**config.mk**
```make
export PLATFORM = sky130hd
export DESIGN_NAME = gpio_serial_loader_flat
export DESIGN_NICKNAME = d
export VERILOG_FILES = /design/src/rtl/gpio_serial_loader_pkg.sv /design/src/rtl/gpio_serial_loader_if.sv /design/src/rtl/gpio_serial_loader_tick.sv /design/src/rtl/gpio_serial_loader.sv /design/src/flat_wrapper.sv
export SDC_FILE = /design/constraint.sdc
export NUM_CORES = 1
export LEC_CHECK = 0
export ABC_AREA = 1
export BUFFER_PORTS_ARGS = -buffer_cell sky130_fd_sc_hd__clkbuf_2
export CORE_MARGIN = 2
export CORE_UTILIZATION = 30
export CTS_BUF_LIST = sky130_fd_sc_hd__clkbuf_2 sky130_fd_sc_hd__clkbuf_4 sky130_fd_sc_hd__clkbuf_8
export CTS_CLUSTER_DIAMETER = 50
export DETAILED_ROUTE_END_ITERATION = 8
export SETUP_SLACK_MARGIN = 0.15
export SYNTH_ARGS = -nofsm -noshare
export SYNTH_HDL_FRONTEND = slang
export SYNTH_SLANG_ARGS = --single-unit
```
**constraint.sdc**
```tcl
create_clock -name wb_clk_i -period 20.6 [get_ports wb_clk_i]
set_input_delay 3.09 -clock wb_clk_i [delete_from_list [all_inputs] [get_ports wb_clk_i]]
set_output_delay 3.09 -clock wb_clk_i [all_outputs]
set_load 0.05 [all_outputs]
```
**src/rtl/gpio_serial_loader_pkg.sv**
```systemverilog
// Shared constants, FSM state type and config-word field layout for the
// serial pad-configuration loader.
package gpio_cfg_pkg;

    localparam int CFG_BITS         = 13;
    localparam logic [CFG_BITS-1:0] CFG_RESET = 13'h0403;
    localparam int NUM_PADS_DEFAULT = 38;
    localparam int CLK_DIV_DEFAULT  = 2;

    // Bit positions of the fields inside one pad configuration word
    localparam int CFG_MGMT_ENA   = 0;
    localparam int CFG_OEB        = 1;
    localparam int CFG_HOLD       = 2;
    localparam int CFG_INP_DIS    = 3;
    localparam int CFG_IB_MODE    = 4;
    localparam int CFG_ANALOG_EN  = 5;
    localparam int CFG_ANALOG_SEL = 6;
    localparam int CFG_ANALOG_POL = 7;
    localparam int CFG_SLOW       = 8;
    localparam int CFG_VTRIP      = 9;
    localparam int CFG_DM_LSB     = 10;
    localparam int CFG_DM_MSB     = 12;

    typedef enum logic [2:0] {
        IDLE,
        SHIFT_LO,
        SHIFT_HI,
        LOAD_HI,
        LOAD_LO
    } state_e;

    // Index width for a range of n entries, never narrower than one bit
    function automatic int idx_bits(input int n);
        return (n > 1) ? $clog2(n) : 1;
    endfunction

    // Register-port address width; it can also hold NUM_PADS itself so an
    // out-of-range pad index is always expressible on the port
    function automatic int addr_bits(input int n);
        return $clog2(n + 1);
    endfunction

endpackage

```
**src/rtl/gpio_serial_loader_if.sv**
```systemverilog
// Firmware register port and pad-chain outputs of the serial loader.
interface gpio_serial_loader_if #(
    parameter int NUM_PADS = 38,
    parameter int CFG_BITS = 13
);
    localparam int ADDR_W = gpio_cfg_pkg::addr_bits(NUM_PADS);

    logic                cfg_we;
    logic [ADDR_W-1:0]   cfg_addr;
    logic [CFG_BITS-1:0] cfg_wdata;
    logic [CFG_BITS-1:0] cfg_rdata;
    logic                start;
    logic                busy;
    logic                done;
    logic                serial_clock;
    logic                serial_data;
    logic                serial_load;
    logic                serial_resetn;

    modport master (
        output cfg_we, cfg_addr, cfg_wdata, start,
        input  cfg_rdata, busy, done,
        input  serial_clock, serial_data, serial_load, serial_resetn
    );

    modport slave (
        input  cfg_we, cfg_addr, cfg_wdata, start,
        output cfg_rdata, busy, done,
        output serial_clock, serial_data, serial_load, serial_resetn
    );

endinterface

```
**src/rtl/gpio_serial_loader_tick.sv**
```systemverilog
// Half-period timebase for the pad chain: one-cycle tick every CLK_DIV
// cycles while enabled, restarted from zero when a transfer begins.
module serial_tick_gen #(
    parameter int CLK_DIV = 2
) (
    input  logic clk,
    input  logic rst,
    input  logic enable,
    input  logic restart,
    output logic tick
);
    localparam int CNT_W = $clog2(CLK_DIV + 1);

    logic [CNT_W-1:0] cnt_q;
    logic [CNT_W-1:0] cnt_d;

    assign tick = enable && (cnt_q == CNT_W'(CLK_DIV - 1));

    // Count cycles within the current half-period, wrapping on each tick
    always_comb begin
        cnt_d = cnt_q;
        if (restart) begin
            cnt_d = '0;
        end else if (tick) begin
            cnt_d = '0;
        end else if (enable) begin
            cnt_d = cnt_q + 1'b1;
        end
    end

    // Divider counter register
    always_ff @(posedge clk or posedge rst) begin
        if (rst) begin
            cnt_q <= '0;
        end else begin
            cnt_q <= cnt_d;
        end
    end

endmodule

```
**src/rtl/gpio_serial_loader.sv**
```systemverilog
// Holds the per-pad configuration words and shifts them, highest pad first
// and MSB first, into the pad control-block chain, then strobes load.
module gpio_serial_loader #(
    parameter int NUM_PADS = gpio_cfg_pkg::NUM_PADS_DEFAULT,
    parameter int CFG_BITS = gpio_cfg_pkg::CFG_BITS,
    parameter logic [CFG_BITS-1:0] CFG_RESET = CFG_BITS'(gpio_cfg_pkg::CFG_RESET),
    parameter int CLK_DIV  = gpio_cfg_pkg::CLK_DIV_DEFAULT
) (
    input  logic                 wb_clk_i,
    input  logic                 wb_rst_i,
    gpio_serial_loader_if.slave  bus
);
    import gpio_cfg_pkg::*;

    localparam int PAD_W  = idx_bits(NUM_PADS);
    localparam int BIT_W  = idx_bits(CFG_BITS);
    localparam int ADDR_W = addr_bits(NUM_PADS);

    state_e              state_q, state_d;
    logic [PAD_W-1:0]    pad_q, pad_d;
    logic [BIT_W-1:0]    bit_q, bit_d;
    logic [CFG_BITS-1:0] cfg_q [NUM_PADS];
    logic [CFG_BITS-1:0] cfg_d [NUM_PADS];
    logic [CFG_BITS-1:0] rdata;
    logic                serial_clock_q, serial_clock_d;
    logic                serial_data_q, serial_data_d;
    logic                serial_load_q, serial_load_d;
    logic                busy_q, busy_d;
    logic                done_q, done_d;
    logic                resetn_q;
    logic                write_ok;
    logic                running;
    logic                restart;
    logic                tick;

    assign running  = (state_q != IDLE);
    assign write_ok = bus.cfg_we && (state_q == IDLE);

    serial_tick_gen #(
        .CLK_DIV (CLK_DIV)
    ) u_tick (
        .clk     (wb_clk_i),
        .rst     (wb_rst_i),
        .enable  (running),
        .restart (restart),
        .tick    (tick)
    );

    // Next array contents: an idle write to an in-range pad replaces its word
    always_comb begin
        cfg_d = cfg_q;
        for (int i = 0; i < NUM_PADS; i++) begin
            if (write_ok && (bus.cfg_addr == ADDR_W'(i))) begin
                cfg_d[i] = bus.cfg_wdata;
            end
        end
    end

    // Combinational readback; out-of-range addresses read as zero
    always_comb begin
        rdata = '0;
        for (int i = 0; i < NUM_PADS; i++) begin
            if (bus.cfg_addr == ADDR_W'(i)) begin
                rdata = cfg_q[i];
            end
        end
    end

    // Configuration array storage
    always_ff @(posedge wb_clk_i or posedge wb_rst_i) begin
        if (wb_rst_i) begin
            for (int i = 0; i < NUM_PADS; i++) begin
                cfg_q[i] <= CFG_RESET;
            end
        end else begin
            cfg_q <= cfg_d;
        end
    end

    // Transfer sequencing: walk pad/bit indices one bit per clock period
    always_comb begin
        state_d = state_q;
        pad_d   = pad_q;
        bit_d   = bit_q;
        restart = 1'b0;
        done_d  = 1'b0;
        case (state_q)
            IDLE: begin
                if (bus.start) begin
                    state_d = SHIFT_LO;
                    pad_d   = PAD_W'(NUM_PADS - 1);
                    bit_d   = BIT_W'(CFG_BITS - 1);
                    restart = 1'b1;
                end
            end
            SHIFT_LO: begin
                if (tick) begin
                    state_d = SHIFT_HI;
                end
            end
            SHIFT_HI: begin
                if (tick) begin
                    if ((pad_q == '0) && (bit_q == '0)) begin
                        state_d = LOAD_HI;
                    end else begin
                        state_d = SHIFT_LO;
                        if (bit_q == '0) begin
                            bit_d = BIT_W'(CFG_BITS - 1);
                            pad_d = pad_q - 1'b1;
                        end else begin
                            bit_d = bit_q - 1'b1;
                        end
                    end
                end
            end
            LOAD_HI: begin
                if (tick) begin
                    state_d = LOAD_LO;
                end
            end
            LOAD_LO: begin
                if (tick) begin
                    state_d = IDLE;
                    done_d  = 1'b1;
                end
            end
            default: begin
                state_d = IDLE;
            end
        endcase
    end

    // Outputs follow the next state so they are registered alongside it;
    // data reads the post-write array so a same-cycle write is shifted out
    always_comb begin
        serial_clock_d = (state_d == SHIFT_HI);
        serial_load_d  = (state_d == LOAD_HI);
        busy_d         = (state_d != IDLE);
        serial_data_d  = 1'b0;
        if ((state_d == SHIFT_LO) || (state_d == SHIFT_HI)) begin
            serial_data_d = cfg_d[pad_d][bit_d];
        end
    end

    // State, index and output registers
    always_ff @(posedge wb_clk_i or posedge wb_rst_i) begin
        if (wb_rst_i) begin
            state_q        <= IDLE;
            pad_q          <= '0;
            bit_q          <= '0;
            serial_clock_q <= 1'b0;
            serial_data_q  <= 1'b0;
            serial_load_q  <= 1'b0;
            busy_q         <= 1'b0;
            done_q         <= 1'b0;
        end else begin
            state_q        <= state_d;
            pad_q          <= pad_d;
            bit_q          <= bit_d;
            serial_clock_q <= serial_clock_d;
            serial_data_q  <= serial_data_d;
            serial_load_q  <= serial_load_d;
            busy_q         <= busy_d;
            done_q         <= done_d;
        end
    end

    // Chain reset held low through block reset, released one clock later
    always_ff @(posedge wb_clk_i or posedge wb_rst_i) begin
        if (wb_rst_i) begin
            resetn_q <= 1'b0;
        end else begin
            resetn_q <= 1'b1;
        end
    end

    assign bus.cfg_rdata     = rdata;
    assign bus.busy          = busy_q;
    assign bus.done          = done_q;
    assign bus.serial_clock  = serial_clock_q;
    assign bus.serial_data   = serial_data_q;
    assign bus.serial_load   = serial_load_q;
    assign bus.serial_resetn = resetn_q;

endmodule

```
**src/flat_wrapper.sv**
```systemverilog
// flat-port wrapper written by rule: the top's interface ports become plain ports
module gpio_serial_loader_flat import gpio_cfg_pkg::*;
#(
    parameter int NUM_PADS = gpio_cfg_pkg::NUM_PADS_DEFAULT,
    parameter int CFG_BITS = gpio_cfg_pkg::CFG_BITS,
    parameter logic [CFG_BITS-1:0] CFG_RESET = CFG_BITS'(gpio_cfg_pkg::CFG_RESET),
    parameter int CLK_DIV  = gpio_cfg_pkg::CLK_DIV_DEFAULT
)
  (wb_clk_i, wb_rst_i, bus_cfg_we, bus_cfg_addr, bus_cfg_wdata, bus_start, bus_cfg_rdata, bus_busy, bus_done, bus_serial_clock, bus_serial_data, bus_serial_load, bus_serial_resetn);
  gpio_serial_loader_if #(.NUM_PADS(NUM_PADS), .CFG_BITS(CFG_BITS)) bus_i ();
  input  logic wb_clk_i;
  input  logic wb_rst_i;
  input wire logic [$bits(bus_i.cfg_we)-1:0] bus_cfg_we;
  input wire logic [$bits(bus_i.cfg_addr)-1:0] bus_cfg_addr;
  input wire logic [$bits(bus_i.cfg_wdata)-1:0] bus_cfg_wdata;
  input wire logic [$bits(bus_i.start)-1:0] bus_start;
  output wire logic [$bits(bus_i.cfg_rdata)-1:0] bus_cfg_rdata;
  output wire logic [$bits(bus_i.busy)-1:0] bus_busy;
  output wire logic [$bits(bus_i.done)-1:0] bus_done;
  output wire logic [$bits(bus_i.serial_clock)-1:0] bus_serial_clock;
  output wire logic [$bits(bus_i.serial_data)-1:0] bus_serial_data;
  output wire logic [$bits(bus_i.serial_load)-1:0] bus_serial_load;
  output wire logic [$bits(bus_i.serial_resetn)-1:0] bus_serial_resetn;
  assign bus_i.cfg_we = bus_cfg_we;
  assign bus_i.cfg_addr = bus_cfg_addr;
  assign bus_i.cfg_wdata = bus_cfg_wdata;
  assign bus_i.start = bus_start;
  assign bus_cfg_rdata = bus_i.cfg_rdata;
  assign bus_busy = bus_i.busy;
  assign bus_done = bus_i.done;
  assign bus_serial_clock = bus_i.serial_clock;
  assign bus_serial_data = bus_i.serial_data;
  assign bus_serial_load = bus_i.serial_load;
  assign bus_serial_resetn = bus_i.serial_resetn;
  gpio_serial_loader #(.NUM_PADS(NUM_PADS), .CFG_BITS(CFG_BITS), .CFG_RESET(CFG_RESET), .CLK_DIV(CLK_DIV)) u_core (.wb_clk_i(wb_clk_i), .wb_rst_i(wb_rst_i), .bus(bus_i));
endmodule
```
After elaboration in Yosys (flattened, before gate mapping)
Index checks and enable logic that the tools add are counted.
{ "word_totals": {"in_bits": 23, "register_bits": 515} }
{ "classes": {"n_addsub": 3, "order_cmp": 2, "bitwise_logic": 1, "eq_ne": 45, "muxes": 106, "reduce_logical": 49} }
{ "op_table": {"columns": ["cell", "n"], "rows": [
  ["13-bit two-way mux", 78],
  ["6-bit by 5-bit == test with 1-bit output, second input constant", 16],
  ["13-bit binary-select mux with 6-bit select", 1],
  ["6-bit by 4-bit == test with 1-bit output, second input constant", 8],
  ["1-bit logical AND", 41],
  ["6-bit == test, second input constant", 6],
  ["6-bit by 3-bit == test with 1-bit output, second input constant", 4],
  ["6-bit two-way mux", 4],
  ["4-bit two-way mux", 4],
  ["3-bit two-way mux", 5],
  ["3-bit case mux with 5 select lines", 1],
  ["3-bit by 2-bit == test with 1-bit output, second input constant", 4],
  ["6-bit by 2-bit == test with 1-bit output, second input constant", 2],
  ["6-bit logical NOT", 2],
  ["6-bit case mux with 2 select lines", 1],
  ["3-bit nonzero test", 3],
  ["2-bit two-way mux", 4],
  ["4-bit case mux with 2 select lines", 1],
  ["7-bit greater-or-equal comparator, second input constant", 1],
  ["6-bit NOT with 7-bit output", 1],
  ["3-bit by 1-bit == test with 1-bit output, second input constant", 2],
  ["6-bit by 1-bit == test with 1-bit output, second input constant", 1],
  ["1-bit two-way mux", 6],
  ["6-bit by 1-bit subtractor with 6-bit output, second input constant", 1],
  ["other kinds (9)", 9]
]} }

Logic depth before layout (Yosys ltp)
{ "logic_depth": {"ltp_word": 39, "ltp_mapped": 26, "depth_no_buf": 26} }

Cells and area by module
A second synthesis with hierarchy kept.
{ "unflattened": {"hier_cells": 3979, "hier_area_um2": 28931.5} }
{ "by_module_without_submodules": {"columns": ["module", "seq_area_each_um2", "cells_each", "area_each_um2", "n_inst"], "rows": [
  ["gpio_serial_loader", 12979.9, 3968, 28842.7, 1],
  ["serial_tick_gen", 50.0, 11, 88.8, 1]
]} }

Least setup slack after synthesis
OpenSTA, ideal clock, no wires.
{ "synth_timing": {"path_kind": "input to output", "start": "input bus_cfg_addr[5]", "end": "output bus_cfg_rdata[9]", "t_arrival_ps": 5482, "stages": 22, "required_ps": 17510, "slack_ps": 12028, "cell_sequence": "nor2_2 -> inv_2 -> buf_4 -> nor2_1 -> buf_2 -> nand2_1 -> nand2_1 -> nand4_1 -> nor2_1 -> nand4_1 -> nand2_1 -> nand4_1 -> nand2_1 -> nand3_1 -> nor2_1 -> nand4_1 -> nor2_1 -> nand4_1 -> nand2_1 -> nand4_1 -> nor2_1 -> nand4_1"} }
{ "synth_via": {"elab_chain_len": 39} }
{ "synth_rtl": {"columns": ["item", "line_no", "source"], "rows": [
  ["start, declared", "flat_wrapper.sv:14", "input wire logic [$bits(bus_i.cfg_addr)-1:0] bus_cfg_addr;"],
  ["6-bit logical NOT", "gpio_serial_loader.sv:63", "if (bus.cfg_addr == ADDR_W'(i)) begin"],
  ["13-bit two-way mux (37 in series)", "gpio_serial_loader.sv:63", null],
  ["13-bit two-way mux *", "gpio_serial_loader.sv:63", null],
  ["end, declared", "flat_wrapper.sv:17", "output wire logic [$bits(bus_i.cfg_rdata)-1:0] bus_cfg_rdata;"]
]} }
Mark *: on every way between the ends. The rest lies on a longest branch, timed or not.

Final worst setup path
{ "layout_timing": {"start": "input bus_cfg_addr[5]", "end": "output bus_cfg_rdata[2]"} }
Same word-level chain as after synthesis.

==> impl_metrics.yaml <==
yosys:
  ys_ff_latch: 515
  syn_inst: 4010
  ys_warn_count: 0
  synth-seq-area-share_pct: 45.00
  synth_area_mm2: 0.02896
  synthesis.nets: 4035
  avgSynthCellArea_um2: 7.221
  synth.distinct_cells: 56
timing:
  fmax_mhz: 98.01
  setup_viol: 0
  maxSlewViolCount: 0
  relSlewSlack_pct: 19.85
  finClkSkew_ps: 32.76
  rsz0062_at_grt: "no"
  tightest_slew_ps: 1198
  hold_viol: 0
  tns_ps: 0
  finalCriticalPeriod_ps: 10200
  fin_crit_sh_pct: 49.53
clocking:
  cts_max_level: 3
  cts_tree: "yes"
  post_cts_resized: 0
  clk_pin_slew_worst_paths_ps: 60
  ctsHoldBuffers: 0
  insertion_delay_ps: 730
  post_cts_buffers: 0
  cts-root-buf: "clkbuf_8"
  clockBufferDepth: 3
  cts_buffers: 91
  cts.sinks: 515
drt:
  drtAntennaViolNets: 0
  drt_iter0_drc: 3219
  vias: 27726
  vias_per_cell: 5.213
  drt_first_pass_iters: 6
  drc: 0
  wirelength_um: 111100
  wl_per_cell_um: 20.90
global_routing:
  busiest_layer: "met2"
  track_usage_pct: 22.25
  met1_usage_pct: 30.22
  use_met3_pct: 4.670
  grt_pass1_vias: 26373
  grtUsageMet2_pct: 33.12
  antenna_found_initial: 4
  grt_overflow_total: 0
  grt_pass1_wl_um: 167600
  grt_max_degree: 143
critical_path:
  crit_path_end_kind: "output pin"
  crit_fanout: 15
  startpoint_type: "primary input"
  crit_arrival_ps: 7110
  required_ps: 17510
  worstSetupPathType: "primary input to output pin"
placed_design:
  hpwl_um: 72030
  numPortBuffers: 41
  dpl.cell_count: 5147
  gp_congestion: 0.9128
  placed_area_mm2: 0.03022
run:
  maxCapViolCount: 0
final_layout:
  syn_to_final_growth_pct: 11.51
  stdcell_count: 5319
  nets: 4000
  final-seq-area_mm2: 0.01303
  utilization_pct: 33.88
  final_area_mm2: 0.03229
  fill_cells: 10239
  layout-drive-gt1-share_pct: 12.36
  multi_input_area_mm2: 0.01274
floorplanning:
  die-area_mm2: 0.09902
  coreArea_mm2: 0.09529
  rows: 113
  ios: 42
  die_h_um: 314.7
  fp.dieW_um: 314.7
  initial_core_util_pct: 30.39
power_and_ir_drop:
  p_per_area_mw_per_mm2: 98.65
  ir_drop_v: 0.00005613
  power_leakage_nw: 14.66
hold_path:
  hold_class: "flip-flop to flip-flop"
run_status:
  outcome: "completed"
-- sequential cells by signal, summed over array words and instances, names as in the netlist, 2 cells and up --
signal	count
u_core.u_tick.cnt_q	2
u_core.bit_q	4
u_core.state_q	3
u_core.cfg_q	494
u_core.pad_q	6
-- through the flow --
step,setup WS [ps],power (mW),hold slack [ps]
6_report,10400,3.185,486.9
5_1_grt,10150,3.342,512.2
4_1_cts,10530,3.172,490.3
3_5_place_dp,10550,2.086,477.6
3_3_place_gp,10630,2.072,474.1
2_1_floorplan,3314,1.854,454.0
-- routing by layer --
metal | vias up | wire length (um)
met4 | 2 | 5974
li1 | 12871 | -
met1 | 13212 | 46710
met3 | 273 | 10300
met2 | 1368 | 48150
met5 | - | 11
-- cells in the mapped netlist, drive strengths merged --
cell type	instances	area, um2
o221ai	5	43.79
dfrtp	401	10030
nand2	1135	4327
ha	2	25.02
a22oi	2	15.01
nor4	1	6.260
mux2i	12	120.1
nor3	11	92.59
a221oi	20	175.2
conb	1	3.750
a32o	8	80.08
a21oi	255	1284
o21bai	4	30.03
clkbuf	98	367.9
nand4	89	556.8
o21ai	543	2721
a31oi	11	68.82
a211oi	2	15.01
clkinv	6	22.52
or2	13	81.33
a311oi	3	26.28
a2111oi	2	17.52
buf	150	814.5
o21a	3	23.77
o22ai	3	18.77
nand3	124	630.6
o2111ai	22	192.7
nor3b	1	7.510
o211ai	76	570.6
a21boi	1	7.510
dfstp	114	2995
a31o	1	8.760
a221o	3	30.03
a32oi	1	8.760
nand3b	1	7.510
inv	534	2007
nor2	352	1519
-- cells by family (layout without fill, tap and decap cells) --
kind of cell / Yosys count / count (layout) / synth area share [%]
flip-flops: 515 / 515 / 45.00
buffers and inverters: 788 / 830 / 11.09
multiplexers: 12 / 12 / 0.4148
adder cells (fa/ha/maj): 2 / 2 / 0.08641
AO/OA/AOI/OAI: 965 / 965 / 18.43
other: 1 / 3 / 0.01295
AND/OR/NAND/NOR: 1727 / 1727 / 24.96
-- where the power goes --
part | internal, mW | total (mW) | switching (mW)
combinational | 0.210 | 0.738 | 0.529
clock | 0.616 | 1.09 | 0.472
sequential | 1.25 | 1.36 | 0.107
-- path summary, 6_finish.rpt --
| kind | start | to | slack (ps) | cells past startpoint |
|---|---|---|---|---|
| worst max-delay path | bus_cfg_addr[5] | bus_cfg_rdata[2] | 10400 | 25 |
| worst min-delay path | u_core.state_q[1] | u_core.bus.done | 490 | 1 |
| worst max register to register | u_core.state_q[0] | u_core.bus.serial_data | 14790 | 15 |
| worst min register to register | u_core.state_q[1] | u_core.bus.done | 490 | 1 |
| max in group asynchronous | wb_rst_i | u_core.cfg_q[103] | 15730 | 4 |
| min in group asynchronous | wb_rst_i | u_core.cfg_q[360] | 2560 | 2 |
-- cell type report --
| cell class | count | area share (%) |
|---|---|---|
| clock buffers | 157 | 5.859 |
| multi-input cells | 2707 | 39.46 |
| repair buffers | 120 | 2.550 |
| diodes | 2 | 0.01550 |
| well taps | 1265 | 4.902 |
| flip-flops and latches | 515 | 40.35 |
| clock inverters | 13 | 0.5386 |
| inverters | 540 | 6.324 |
-- cells in the final DEF, fill, tap and decap left out, types with 3 or more instances in the layout --
cell,synthesis,routed
buf_4,15,77
inv_6,0,4
nand2_1,1118,1118
dfrtp_1,401,401
nand3_1,122,122
a21oi_1,253,253
dfstp_2,114,114
nor2_1,320,318
clkinv_1,6,7
clkbuf_2,0,41
nand2_2,14,13
a311oi_1,3,3
inv_2,21,20
clkbuf_4,0,43
nor2_4,18,18
a32o_1,8,8
mux2i_1,12,12
nor3_2,3,3
o2111ai_1,22,22
o221ai_1,5,5
o21bai_1,4,4
inv_1,512,510
o211ai_1,76,76
o21ai_1,97,98
a221o_1,3,3
clkinv_2,0,3
o22ai_1,3,3
or2_2,12,12
a31oi_1,11,11
clkbuf_8,0,114
nor2_2,12,14
a221oi_1,20,20
o21ai_0,445,444
bufinv_16,0,3
nand4_1,89,89
nor3_1,6,6
-- worst max-delay path, stage by stage --
cell	delay (ps)
clkbuf_2	120
nor2_2	400
inv_2	280
nor2_1	970
a21oi_1	140
nand4_1	170
nand2_1	70
nand4_1	90
nand2_1	60
nand4_1	150
nor2_1	70
nand4_1	110
nand2_1	110
nand4_1	100
nor2_1	60
nand4_1	70
nand2_1	60
nand3_1	190
nand2_1	140
nand3_1	90
nand2_1	50
nand4_1	80
nand2_1	60
nand2_1	80
clkbuf_2	280
Power figures use the tool's default switching activity.
